$ cat src/rtl/heap_feeder.sv
`default_nettype none
// +----------------------------------------------------------------------------+
// | Module  : heap_feeder                                                      |
// | Purpose : Packs scored features into heap words and sequences the heap's   |
// |           init / rate-limited insert / flush / drain phases of a frame.    |
// |           Optional key threshold filter: HEAP_FEEDER_THRESH_EN.            |
// | Rev     : 1.0  initial release                                             |
// +----------------------------------------------------------------------------+
module heap_feeder #(
    parameter int DATA_WIDTH = 8,
    parameter int KEY_WIDTH  = 4,
    parameter int NLEVELS    = 2,
    parameter int CNT_WIDTH  = 16
) (
    input  logic                              clk,
    input  logic                              rst,
    input  logic                              frame_start,
    input  logic                              frame_end,
    input  logic                              s_valid,
    output logic                              s_ready,
    input  logic [KEY_WIDTH-1:0]              s_key,
    input  logic [DATA_WIDTH-KEY_WIDTH-3:0]   s_payload,
`ifdef HEAP_FEEDER_THRESH_EN
    input  logic [KEY_WIDTH-1:0]              thresh,
`endif
    output logic [DATA_WIDTH-1:0]             heap_din,
    output logic                              heap_en,
    output logic                              heap_init,
    output logic                              heap_flush,
    output logic                              busy,
    output logic                              done,
    output logic [CNT_WIDTH-1:0]              ins_cnt,
    output logic [CNT_WIDTH-1:0]              drop_cnt
);

    localparam logic [2:0] c_st_idle  = 3'd0;
    localparam logic [2:0] c_st_init  = 3'd1;
    localparam logic [2:0] c_st_load  = 3'd2;
    localparam logic [2:0] c_st_gap   = 3'd3;
    localparam logic [2:0] c_st_flush = 3'd4;
    localparam logic [2:0] c_st_drain = 3'd5;

    localparam int c_heap_size    = (1 << (NLEVELS + 1)) - 1;
    localparam int c_drain_cycles = 2 * c_heap_size + 4;
    localparam int c_tw           = $clog2(c_drain_cycles + 1);
    localparam logic [c_tw-1:0] c_gap_last   = c_tw'(1);
    localparam logic [c_tw-1:0] c_drain_last = c_tw'(c_drain_cycles - 1);

    logic [2:0]            r_state;
    logic [2:0]            w_next_state;
    logic [c_tw-1:0]       r_tmr;
    logic                  r_end_seen;
    logic                  r_gap;
    logic                  r_heap_en;
    logic [DATA_WIDTH-1:0] r_heap_din;
    logic                  r_done;
    logic [CNT_WIDTH-1:0]  r_ins_cnt;
    logic                  w_accept;
    logic                  w_pass;

    assign s_ready    = (r_state == c_st_load) & ~r_end_seen & ~r_gap;
    assign w_accept   = s_valid & s_ready;
    assign heap_en    = r_heap_en;
    assign heap_din   = r_heap_din;
    assign heap_init  = (r_state == c_st_init);
    assign heap_flush = (r_state == c_st_flush);
    assign busy       = (r_state != c_st_idle);
    assign done       = r_done;
    assign ins_cnt    = r_ins_cnt;

`ifdef HEAP_FEEDER_THRESH_EN
    logic [CNT_WIDTH-1:0] r_drop_cnt;

    assign w_pass   = (s_key >= thresh);
    assign drop_cnt = r_drop_cnt;

    always_ff @(posedge clk) begin
        if (rst) begin
            r_drop_cnt <= '0;
        end else if (r_state == c_st_init) begin
            r_drop_cnt <= '0;
        end else if (w_accept && !w_pass && (r_drop_cnt != '1)) begin
            r_drop_cnt <= r_drop_cnt + CNT_WIDTH'(1);
        end
    end
`else
    assign w_pass   = 1'b1;
    assign drop_cnt = '0;
`endif

    always_ff @(posedge clk) begin
        if (rst) begin
            r_state <= c_st_idle;
        end else begin
            r_state <= w_next_state;
        end
    end

    always_comb begin
        w_next_state = r_state;
        case (r_state)
            c_st_idle:  if (frame_start) w_next_state = c_st_init;
            c_st_init:  w_next_state = c_st_load;
            c_st_load:  if (r_end_seen && !w_accept) w_next_state = c_st_gap;
            c_st_gap:   if (r_tmr == c_gap_last) w_next_state = c_st_flush;
            c_st_flush: w_next_state = c_st_drain;
            c_st_drain: if (r_tmr == c_drain_last) w_next_state = c_st_idle;
            default:    w_next_state = c_st_idle;
        endcase
    end

    // r_tmr restarts on every state change; only GAP_END and DRAIN look at it.
    always_ff @(posedge clk) begin
        if (rst) begin
            r_tmr      <= '0;
            r_end_seen <= 1'b0;
            r_gap      <= 1'b0;
            r_heap_en  <= 1'b0;
            r_heap_din <= '0;
            r_done     <= 1'b0;
            r_ins_cnt  <= '0;
        end else begin
            r_tmr     <= (w_next_state != r_state) ? '0 : r_tmr + c_tw'(1);
            r_gap     <= w_accept;
            r_heap_en <= w_accept & w_pass;
            r_done    <= (r_state == c_st_drain) && (w_next_state == c_st_idle);
            if (w_accept && w_pass) begin
                r_heap_din <= {2'b00, s_payload, s_key};
            end
            if (r_state == c_st_init) begin
                r_end_seen <= 1'b0;
                r_ins_cnt  <= '0;
            end else begin
                if ((r_state == c_st_load) && frame_end) begin
                    r_end_seen <= 1'b1;
                end
                if (w_accept && w_pass && (r_ins_cnt != '1)) begin
                    r_ins_cnt <= r_ins_cnt + CNT_WIDTH'(1);
                end
            end
        end
    end

endmodule
`default_nettype wire

$ cat config.mk
export PLATFORM = sky130hd
export DESIGN_NAME = heap_feeder
export DESIGN_NICKNAME = d
export VERILOG_FILES = /design/src/rtl/heap_feeder.sv
export SDC_FILE = /design/constraint.sdc
export NUM_CORES = 1
export LEC_CHECK = 0
export ABC_AREA = 1
export CAP_MARGIN = 20
export CORE_UTILIZATION = 46
export CTS_CLUSTER_SIZE = 30
export DETAILED_ROUTE_END_ITERATION = 10
export PLACE_DENSITY = 0.88
export SYNTH_ARGS = -nofsm -noshare
export SYNTH_HDL_FRONTEND = slang
export SYNTH_SLANG_ARGS = --single-unit
$ cat constraint.sdc
create_clock -name clk -period 2.1 [get_ports clk]
set_clock_uncertainty 0.1 [all_clocks]
set_input_delay 0.315 -clock clk [delete_from_list [all_inputs] [get_ports clk]]
set_output_delay 0.315 -clock clk [all_outputs]
set_load 0.1 [all_outputs]
==> results.py, run 1 <==
metrics = {
    "logic_synthesis": {
        "synth_cells": 262,
        "synth_top_area_share": 0.361,
        "ys_warn_count": 0,
        "synth-seq-cells": 33,
        "synthDistinctLibCells": 27,
        "yosys.area.top_type": "dfxtp_1",
        "ys_seq_area_frac": 0.361,
        "syn_area_um2": 1830,
        "synthTopCellsByArea": "dfxtp_1 (36%), nand2_1 (13%), buf_4 (7.8%), nor2_1 (6.6%), nand3_1 (6.0%)",
        "synth_area_per_cell_um2": 6.98,
    },
    "placement": {
        "pre_cts_slack_ns": 0.185,
        "place_area_um2": 2190,
        "gp_congestion": 0.871,
        "io_buffers": 38,
        "hpwl_um": 2820,
    },
    "cts": {
        "ctsHoldBuffers": 0,
        "cts_setup_buffers": 0,
        "insertion_delay_ns": 0.28,
        "cts_resized": 0,
        "htreeDepth": 2,
        "clock_sinks": 33,
        "cts_made_buffers": 5,
        "clockRootBuffer": "clkbuf_8",
        "path_clk_slew_ns": 0.07,
        "cts_tree": "built",
        "cts.path.max_buffers": 2,
    },
    "worst_setup_path": {
        "path_common_cell": "nand2_1",
        "crit_fanout": 15,
        "slowest_delay_ns": 0.38,
        "endpoint_kind": "flop",
        "reg2reg_from": "ins_cnt[0]",
        "path_cells": "ha_1 -> nand2_1 -> nor2_2 -> nand3_2 -> nand2_4 -> clkinv_2 -> nand2_1 -> nand2_1 -> nor2_1",
        "cp.buffers_inverters": 1,
        "cp.required_ns": 2.21,
        "arrival_ns": 2.07,
        "critPathTopFamily": "simple AND/OR/NAND/NOR gates",
        "start_kind": "flop",
        "critPathSlowestCell": "dfxtp_2",
        "crit_type": "flop to flop",
        "crit_start": "ins_cnt[0]",
    },
    "floorplan": {
        "io_pins": 57,
        "fp.coreArea_um2": 3740,
        "start_util": 0.489,
        "die_w_um": 65.1,
        "die_y_um": 65.1,
        "rows": 22,
        "die-area_um2": 4230,
    },
    "routing": {
        "firstDrtPassIters": 5,
        "vias_per_cell": 4.87,
        "wl_per_cell_um": 10.9,
        "vias": 1714,
        "ant_nets": 0,
        "drtIter0Drc": 71,
        "drc": 0,
        "wirelength_um": 3830,
    },
    "layout": {
        "final_cell_mix": "nand2_1 (64), nor2_1 (32), buf_4 (26)",
        "utilization": 0.612,
        "fillCellCount": 334,
        "layout-drive-gt1-share": 0.211,
        "diodes": 0,
        "syn_to_final_growth_pct": 25.3,
        "fin_area_um2": 2290,
        "layout_commonest_cell": "nand2_1",
        "fin_nets": 317,
    },
    "timing": {
        "fin_crit_sh": 0.935,
        "finalSetupViolCount": 0,
        "final_hold_viol_count": 0,
        "finalMaxSlewViolations": 0,
        "max_freq_ghz": 0.509,
        "setup_ws_ns": 0.137,
        "setup_tns_ns": 0,
        "rsz0062_at_grt": "false",
        "period_minus_slack_ns": 1.96,
    },
    "grt": {
        "grt_use_total": 0.194,
        "grt_pass1_wl_um": 6360,
        "gr-total-overflow": 0,
        "grt_max_degree": 16,
        "antenna_found_initial": 0,
        "grt_pass1_vias": 1449,
    },
    "power": {
        "p_leak_nw": 0.967,
        "power_density_nw_per_um2": 726,
        "power.total_mw": 1.66,
        "ir_worst_vdd_mv": 0.500,
    },
    "hold_path": {
        "hp-start": "ins_cnt[15]",
        "hp-class": "flop to flop",
    },
    "status": {
        "status": "complete, no violations",
    },
    "run": {
        "drv_cap": 0,
    },
}
[metal layers]
layer  GRT usage  wire (um)  vias up
met4      0.0788         60        0
met3      0.0546        254        6
li1            -          -      883
met5           0          0        -
met1       0.249       1780      755
met2       0.305       1740       70
[per-stage QoR]
stage	hold WS, ns	std cells
2_1_floorplan	0.284	279
3_3_place_gp	0.371	344
3_5_place_dp	0.379	344
4_1_cts	0.391	352
5_1_grt	0.408	352
6_report	0.388	352
[final cells by class]
class | count | area [um2] | area share
Multi-Input combinational cell | 199 | 982 | 0.428
Tap cell | 48 | 60.1 | 0.0262
Clock inverter | 1 | 5.00 | 0.00218
Clock buffer | 7 | 96.3 | 0.0420
Inverter | 24 | 92.6 | 0.0404
Sequential cell | 33 | 681 | 0.297
Timing Repair Buffer | 40 | 375 | 0.164
[cell families after synthesis]
logic type | count (synthesis) | share of synthesized area
adder cells (fa/ha/maj) | 3 | 0.0205
buffers and inverters | 47 | 0.143
flip-flops | 33 | 0.361
XOR/XNOR | 12 | 0.0575
other | 1 | 0.00205
AO/OA/AOI/OAI | 28 | 0.0780
AND/OR/NAND/NOR | 138 | 0.338
[final timing paths]
path / end / slack [ns] / cells past startpoint
hold / removal: ins_cnt[15] / 0.39 / 2
hold reg to reg: ins_cnt[15] / 0.39 / 2
setup / recovery: ins_cnt[0] / 0.14 / 9
setup reg to reg: ins_cnt[0] / 0.14 / 9
[where the power goes]
group,total [mW],internal (mW),switching (mW)
clock,0.518,0.296,0.222
sequential,0.673,0.648,0.0255
combinational,0.473,0.100,0.372
[worst reg2reg max path, cell delays in order (launching register included)]
cell and delay (ns):
dfxtp_2 0.38, ha_1 0.26, nand2_1 0.13, nor2_2 0.17
nand3_2 0.16, nand2_4 0.22, clkinv_2 0.21, nand2_1 0.11
nand2_1 0.05, nor2_1 0.10
[synthesized netlist by cell type]
| cell type | count |
|---|---|
| a21oi_1 | 20 |
| and2_1 | 1 |
| buf_2 | 3 |
| buf_4 | 19 |
| buf_6 | 1 |
| clkinv_2 | 2 |
| conb_1 | 1 |
| dfxtp_1 | 33 |
| ha_1 | 3 |
| inv_1 | 20 |
| inv_2 | 2 |
| nand2_1 | 64 |
| nand2_4 | 1 |
| nand3_1 | 22 |
| nand3_2 | 1 |
| nand3b_1 | 1 |
| nand4_1 | 2 |
| nand4_4 | 1 |
| nor2_1 | 32 |
| nor2_2 | 1 |
| nor3_1 | 10 |
| nor3_4 | 1 |
| nor4_1 | 1 |
| o211ai_1 | 1 |
| o21ai_0 | 7 |
| xnor2_1 | 6 |
| xor2_1 | 6 |
[sequential cells by signal, summed over array words and instances, names as in the netlist]
register,count
ins_cnt,16
heap_din,6
r_tmr,5
r_state,3
done,1
heap_en,1
r_end_seen,1
Note: power is estimated with default switching activity, not from simulation.
==> run 2, diff against run 1 <==
CTS_BUF_LIST = sky130_fd_sc_hd__clkbuf_16   (was default)
==> run 2 against run 1 <==
  * Combinational power barely moved
  * Sequential share of layout area decreased by 0.46 points
  * Maximum frequency increased by 1.7%
  * Wire length is 0.60% higher
  * Die area is the same
  * Via count decreased by 1.1%
  * Hold slack got worse by 0.0026 ns
  * Critical endpoint unchanged
  * Largest power group unchanged
==> results.py, run 2 (synthesis results as in run 1) <==
metrics = {
    "worst_setup_path": {
        "r2r_end": "ins_cnt[0]",
        "start_kind": "flop",
        "r2r_cells": 9,
        "cp.required_ns": 2.20,
        "crit_type": "flop to flop",
        "crit_start": "ins_cnt[0]",
        "rrSetupSlack_ns": 0.17,
        "endpoint_kind": "flop",
        "reg2reg_from": "ins_cnt[0]",
        "arrival_ns": 2.03,
        "crit_fanout": 15,
    },
    "layout": {
        "syn_to_final_growth_pct": 27.3,
        "fillCellCount": 323,
        "fin_nets": 317,
        "layout-drive-gt1-share": 0.204,
        "largest_register_ffs": 16,
        "utilization": 0.622,
        "final_cell_mix": "nand2_1 (64), nor2_1 (32), buf_4 (26)",
        "layout_commonest_cell": "nand2_1",
        "diodes": 0,
    },
    "run": {
        "drv_cap": 0,
    },
    "floorplan": {
        "die_w_um": 65.1,
        "fp.coreArea_um2": 3740,
        "rows": 22,
        "die_y_um": 65.1,
        "start_util": 0.489,
        "die-area_um2": 4230,
        "io_pins": 57,
    },
    "cts": {
        "cts_tree": "built",
        "path_clk_slew_ns": 0.05,
        "ctsHoldBuffers": 0,
        "cts_setup_buffers": 0,
        "clockRootBuffer": "clkbuf_16",
        "cts.path.max_buffers": 2,
        "htreeDepth": 2,
        "cts_resized": 0,
        "insertion_delay_ns": 0.28,
        "cts_made_buffers": 5,
        "clock_sinks": 33,
    },
    "power": {
        "p_leak_nw": 0.982,
        "power_density_nw_per_um2": 780,
        "intPower_mw": 1.18,
        "p_sw_mw": 0.640,
        "p_comb_frac": 0.260,
        "clkPwrFrac": 0.369,
        "switching_share": 0.352,
        "seqPwrFrac": 0.371,
        "ir_worst_vdd_mv": 0.531,
    },
    "timing": {
        "finalMaxSlewViolations": 0,
        "fin_crit_sh": 0.919,
        "setup_ws_ns": 0.169,
        "max_freq_ghz": 0.518,
        "setup_tns_ns": 0,
        "final_hold_viol_count": 0,
        "rsz0062_at_grt": "false",
        "finalSetupViolCount": 0,
        "period_minus_slack_ns": 1.93,
    },
    "grt": {
        "grt_pass1_wl_um": 6380,
        "grt_pass1_vias": 1472,
        "gr-total-overflow": 0,
        "grt_use_total": 0.195,
        "grt_max_degree": 16,
        "antenna_found_initial": 0,
    },
    "routing": {
        "firstDrtPassIters": 4,
        "vias_per_cell": 4.82,
        "wirelength_um": 3860,
        "ant_nets": 0,
        "drtIter0Drc": 89,
        "vias": 1695,
        "drc": 0,
        "wl_per_cell_um": 11.0,
    },
    "status": {
        "status": "complete, no violations",
    },
    "hold_path": {
        "hp-start": "heap_din[2]",
        "whs_endpoint": "heap_din[2]",
        "hp-class": "flop to flop",
        "holdPathStages": 2,
    },
    "placement": {
        "hpwl_um": 2820,
        "pre_cts_slack_ns": 0.185,
        "io_buffers": 38,
        "gp_congestion": 0.871,
    },
}
==> run 2: changes by cell type in the layout (fill, tap and decap cells not counted), sizes merged <==
cell / change
clkbuf: -2
clkinv: +2
==> run 2: worst max path at each step <==
stage | slack, ns | cells past startpoint | endpoint
finish | 0.17 | 9 | ins_cnt[0]
global route | 0.03 | 9 | ins_cnt[0]
CTS | 0.18 | 9 | ins_cnt[0]
detailed placement | 0.19 | 8 | ins_cnt[0]
global placement | 0.25 | 7 | ins_cnt[0]
floorplan | 0.03 | 7 | r_tmr[2]
==> run 2: layout make-up <==
| class | instances | area, um2 | area share |
|---|---|---|---|
| Multi-Input combinational cell | 199 | 982 | 0.422 |
| Sequential cell | 33 | 681 | 0.292 |
| Timing Repair Buffer | 40 | 375 | 0.161 |
| Clock buffer | 5 | 125 | 0.0537 |
| Inverter | 24 | 92.6 | 0.0398 |
| Tap cell | 48 | 60.1 | 0.0258 |
| Clock inverter | 3 | 12.5 | 0.00537 |
==> run 2: through the flow <==
step	instance area (um2)	std cells	power (mW)	hold WS [ns]
after floorplan	1920	279	1.09	0.284
after global placement	2190	344	1.15	0.371
after detailed placement	2190	344	1.16	0.379
after CTS	2330	352	1.83	0.388
after global routing	2330	352	1.90	0.405
final	2330	352	1.82	0.386
==> run 2: critical path, cell delays in order (launching register included) <==
cell      delay [ns]
dfxtp_2         0.37
ha_1            0.26
nand2_1         0.13
nor2_2          0.17
nand3_2         0.16
nand2_4         0.22
clkinv_2        0.21
nand2_1         0.11
nand2_1         0.05
nor2_1          0.09
==> run 2: power by group through the flow <==
stage | logic (mW) | registers [mW] | clock network (mW)
floorplan | 0.340 | 0.747 | 0
global placement | 0.468 | 0.687 | 0
detailed placement | 0.471 | 0.686 | 0
CTS | 0.473 | 0.675 | 0.683
global route | 0.495 | 0.678 | 0.728
finish | 0.472 | 0.675 | 0.670
==> run 2: routing by layer <==
| metal | wire length, um | vias to the layer above | part of all wire | track usage |
|---|---|---|---|---|
| met1 | 1790 | 737 | 0.46 | 0.247 |
| met2 | 1780 | 71 | 0.46 | 0.311 |
| li1 | - | 885 | - | - |
| met4 | 27 | 0 | 0.0070 | 0.0788 |
| met3 | 258 | 2 | 0.067 | 0.0546 |
| met5 | 0 | - | 0 | 0 |
==> patch 1 (flow settings as in run 1) <==
Build with the macro `HEAP_FEEDER_THRESH_EN` defined.
--- a/src/rtl/heap_feeder.sv
+++ b/src/rtl/heap_feeder.sv
@@ -6,6 +6,8 @@
 // |           Optional key threshold filter: HEAP_FEEDER_THRESH_EN.            |
 // | Rev     : 1.0  initial release                                             |
 // +----------------------------------------------------------------------------+
+`define HEAP_FEEDER_THRESH_EN
+
 module heap_feeder #(
     parameter int DATA_WIDTH = 8,
     parameter int KEY_WIDTH  = 4,
Ports: changed (added thresh); port bits go from 57 to 61. No check against the original RTL was run, so the function may have changed too.
==> patch 1 against run 1 <==
  * Wire length increased by 75%
  * Design area is 59% higher
  * Worst setup slack gained 30 ps
  * Count of clock-buffer cells in the layout is 2 lower
  * Utilization increased by 0.11 points
  * Global-route usage grew 2.6 points
  * Synthesized cell count is 58% higher
  * Synthesized area is 56% higher
  * Sequential share of layout area is 1.3 points lower
  * Power grew 16%
  * Final cell count grew 58%
  * Sequential cell count increased by 17
  * Critical path type is now in -> reg
  * Largest cell class unchanged
==> patch 1: results <==
metrics = {
    "status": {
        "status": "finished, final reports clean",
    },
    "grt": {
        "grt_max_degree": 31,
        "grtUsageTotal_pct": 22.1,
        "grt_pass1_wl_mm": 11.4,
        "antenna_found_initial": 0,
        "grtUsageMet1_pct": 25.9,
        "grt_pass1_vias": 2665,
        "met3_usage_pct": 3.82,
        "met2_usage_pct": 40.3,
    },
    "cells_and_area": {
        "final_common_cell": "nand2_1",
        "nets": 504,
        "diodes": 0,
        "final_cell_count_no_fill": 556,
        "drive_gt1_share_pct": 25.2,
    },
    "clocking": {
        "clkLatencyLatePin_ps": 310,
        "post_cts_buffers": 0,
        "root_buffer": "clkbuf_8",
        "cts.path.max_buffers": 2,
        "ctsResizeCount": 0,
        "numCtsBuffers": 5,
        "h-tree-depth": 2,
        "clkSlewWorstSetupHoldPaths_ps": 100,
    },
    "placement": {
        "routabilityCongestion": 0.831,
        "hpwl_mm": 5.13,
        "placed_area_um2": 3570,
        "dp_cells": 549,
        "port_buffers": 58,
    },
    "min_path": {
        "min_path_type": "reg -> reg",
    },
    "synthesis": {
        "yosysWarnings": 0,
        "syn_inst": 414,
        "synth_area_leaders": "dfxtp_1 (35%), nand2_1 (14%), nor2_1 (7.8%), nand3_1 (6.3%), a21oi_1 (4.4%)",
        "synth_cell_types": 30,
        "synth_seq_area_share_pct": 35.0,
        "yosys-top-cells-count": "nand2_1 (103), nor2_1 (59), dfxtp_1 (50), nand3_1 (36), inv_1 (33)",
        "synth-async-reset-ratio_pct": 0,
    },
    "power_and_ir_drop": {
        "ir_worst_vdd_mv": 0.303,
        "p_leak_nw": 1.43,
    },
    "route": {
        "drt-total-wl_mm": 6.71,
        "vias": 2894,
        "dr.pass1.iters": 5,
        "drtIter0Drc": 195,
        "antenna_left": 0,
    },
    "setup_path": {
        "arrival_ps": 2080,
        "path_max_fanout": 16,
    },
}
patch 1: power by group:
| part | switching [mW] | internal (mW) |
|---|---|---|
| Combinational | 0.263 | 0.124 |
| Clock | 0.334 | 0.229 |
| Sequential | 0.0225 | 0.964 |
patch 1: cell type report:
type	count	area [um2]
fillers	513	2300
multi-input cells	319	1670
flip-flops and latches	50	1040
repair buffers	69	628
inverters	36	140
well taps	75	93.8
clock buffers	5	68.8
clock inverters	2	13.8
patch 1: metrics by stage:
step / util, % / setup TNS, ps / worst slack (ps) / hold slack, ps / total power [mW]
after floorplan: - / 0 / 1.87 / 284 / 1.27
after detailed placement: 59.9 / -5750 / -219 / 369 / 1.39
final: 61.3 / 0 / 167 / 382 / 1.94
after CTS: 61.3 / 0 / 101 / 386 / 1.95
after global placement: 59.9 / -2910 / -108 / 348 / 1.39
after global routing: 61.3 / 0 / 43.2 / 411 / 2.02
patch 1: metal layers:
| metal | up-vias | wire length, um |
|---|---|---|
| li1 | 1473 | - |
| met1 | 1333 | 2920 |
| met2 | 76 | 3380 |
| met4 | 0 | 117 |
| met3 | 12 | 295 |
| met5 | - | 0 |
patch 1: critical path, stage by stage:
cell and delay (ps):
clkdlybuf4s50_1 460, inv_1 40, ha_1 280, nand2_1 50, inv_1 60, nand3_1 80, nand3_2 120, buf_4 140
nand2_4 70, nor2_4 100, buf_12 160, nand2_1 60, a21oi_1 120
patch 1: cell families after synthesis:
| logic type | Yosys count | synth area share [%] |
|---|---|---|
| AOI/OAI and AO/OA | 49 | 9.94 |
| xor gates and xnor gates | 21 | 6.44 |
| adders and majority gates | 8 | 3.50 |
| buffers and inverters | 46 | 7.14 |
| DFF | 50 | 35.0 |
| other | 1 | 0.131 |
| and+or+nand+nor | 239 | 37.8 |
patch 1: path summary, 6_finish.rpt:
check                                start          end  slack (ps)  cells past startpoint
worst max-delay path             thresh[3]  ins_cnt[11]         170                     13
worst min-delay path            r_end_seen   r_end_seen         380                      2
worst max register to register  ins_cnt[0]  ins_cnt[14]         320                      8
worst min register to register  r_end_seen   r_end_seen         380                      2
==> patch 2 (flow settings as in run 1) <==
Made on the original files. Register the output `ins_cnt` once more, without a reset; this adds one clock of latency there. The other outputs are not delayed to match.
--- a/src/rtl/heap_feeder.sv
+++ b/src/rtl/heap_feeder.sv
@@ -66,7 +66,9 @@
     assign heap_flush = (r_state == c_st_flush);
     assign busy       = (r_state != c_st_idle);
     assign done       = r_done;
-    assign ins_cnt    = r_ins_cnt;
+    always_ff @(posedge clk) begin
+        ins_cnt <= r_ins_cnt;
+    end
 
 `ifdef HEAP_FEEDER_THRESH_EN
     logic [CNT_WIDTH-1:0] r_drop_cnt;
Function: changed (a bounded check fails within 4 cycles, from zero or initial values and one cycle with rst high).
==> patch 2 against run 1 <==
  * The flow now finishes with violations (design-rule violations)
  * Sequential cell count grew 16
  * Synthesized area grew 19%
  * Wire length up 12%
  * Design area rose by 15%
  * Power rose by 17%
  * Via count is 8.1% higher
  * Worst setup slack gained 54 ps
  * Non-clock buffer count increased by 4
  * Critical endpoint is now r_ins_cnt[1]
==> patch 2: results <==
metrics = {
    "grt": {
        "grtUsageTotal_pct": 18.6,
        "grt_pass1_wl_mm": 7.38,
        "grt_pass1_vias": 1713,
        "antenna_found_initial": 0,
        "grt_max_degree": 18,
    },
    "clocking": {
        "ctsResizeCount": 0,
        "clkSlewWorstSetupHoldPaths_ps": 80,
        "clkLatencyLatePin_ps": 300,
        "root_buffer": "clkbuf_8",
        "post_cts_buffers": 0,
        "h-tree-depth": 2,
        "cts.path.max_buffers": 2,
        "numCtsBuffers": 5,
    },
    "synthesis": {
        "yosysWarnings": 0,
        "avgSynthCellArea_um2": 7.51,
        "synth_seq_area_share_pct": 45.2,
        "yosys-top-cells-count": "nand2_1 (69), nor2_1 (52), dfxtp_1 (49), inv_1 (22)",
        "synth-async-reset-ratio_pct": 0,
        "synth_area_leaders": "dfxtp_1 (45%), nand2_1 (12%), nor2_1 (9.0%), buf_4 (6.2%), nand3_1 (4.1%)",
        "synth_cell_types": 24,
        "synthFlopType": "dfxtp_1",
    },
    "cells_and_area": {
        "diodes": 0,
        "drive_gt1_share_pct": 14.6,
        "nets": 349,
        "final_cell_count_no_fill": 387,
    },
    "min_path": {
        "min_path_type": "reg -> reg",
        "hp-start": "r_ins_cnt[12]",
    },
    "route": {
        "drc_errors": 6,
        "drt-total-wl_mm": 4.28,
        "vias": 1853,
        "dr.pass1.iters": 7,
        "drtIter0Drc": 97,
    },
    "placement": {
        "placed_area_um2": 2550,
        "port_buffers": 38,
        "dp_cells": 380,
        "hpwl_mm": 3.17,
        "routabilityCongestion": 0.928,
    },
    "power_and_ir_drop": {
        "p_leak_nw": 1.12,
        "ir_worst_vdd_mv": 0.468,
        "p_switching_mw": 0.642,
    },
    "setup_path": {
        "path_max_fanout": 14,
        "arrival_ps": 2000,
        "slowest_stage": "dfxtp_1",
        "max_stage_delay_ps": 390,
        "cp-startpoint": "r_state[2]",
        "cp_top_family": "simple AND/OR/NAND/NOR gates",
    },
    "status": {
        "status": "finished with violations",
        "violations": "design-rule violations",
    },
}
patch 2: cells by family after synthesis:
| kind of cell | Yosys count | share of synthesized area (%) |
|---|---|---|
| AO/OA/AOI/OAI | 26 | 6.28 |
| XOR/XNOR | 12 | 4.84 |
| adder cells (fa/ha/maj) | 3 | 1.73 |
| buffers and inverters | 47 | 12.0 |
| flip-flops | 49 | 45.2 |
| other | 1 | 0.173 |
| AND/OR/NAND/NOR | 151 | 29.7 |
patch 2: path summary, 6_finish.rpt:
kind             endpoint  depth (start not counted)  slack [ps]
max          r_ins_cnt[1]                          6         190
min           ins_cnt[12]                          0         300
max reg2reg  r_ins_cnt[1]                          6         190
min reg2reg   ins_cnt[12]                          0         300
patch 2: layout make-up:
class	count	area, um2
Timing Repair Buffer	44	405
Clock buffer	7	86.3
Tap cell	52	65.1
Fill cell	396	1810
Sequential cell	49	982
Inverter	25	95.1
Multi-Input combinational cell	210	1000
patch 2: worst reg2reg max path, cell delays in order (launching register included):
cell and delay (ps):
dfxtp_1 390, nor3_4 280, nand4_4 200, clkinv_2 150, nand2_1 290, o21ai_0 330
nor2_1 60
patch 2: metal layers:
metal	GRT usage (%)	up-vias	share of wire (%)
met5	0	-	0
met4	9.11	0	2.1
met3	4.56	10	5.7
met2	31.7	62	50
met1	21.8	816	42
li1	-	965	-
patch 2: power groups by stage:
stage	Combinational, mW	Clock, mW	Sequential, mW
finish	0.441	0.537	0.965
global route	0.462	0.595	0.968
CTS	0.441	0.550	0.964
detailed placement	0.439	0	0.986
global placement	0.432	0	0.985
floorplan	0.307	0	1.05
patch 2: stage by stage:
step	util, %	worst slack, ps
2_1_floorplan	-	49.7
3_3_place_gp	57.4	151
3_5_place_dp	57.4	87.4
4_1_cts	59.3	201
5_1_grt	59.3	55.8
6_report	59.3	191
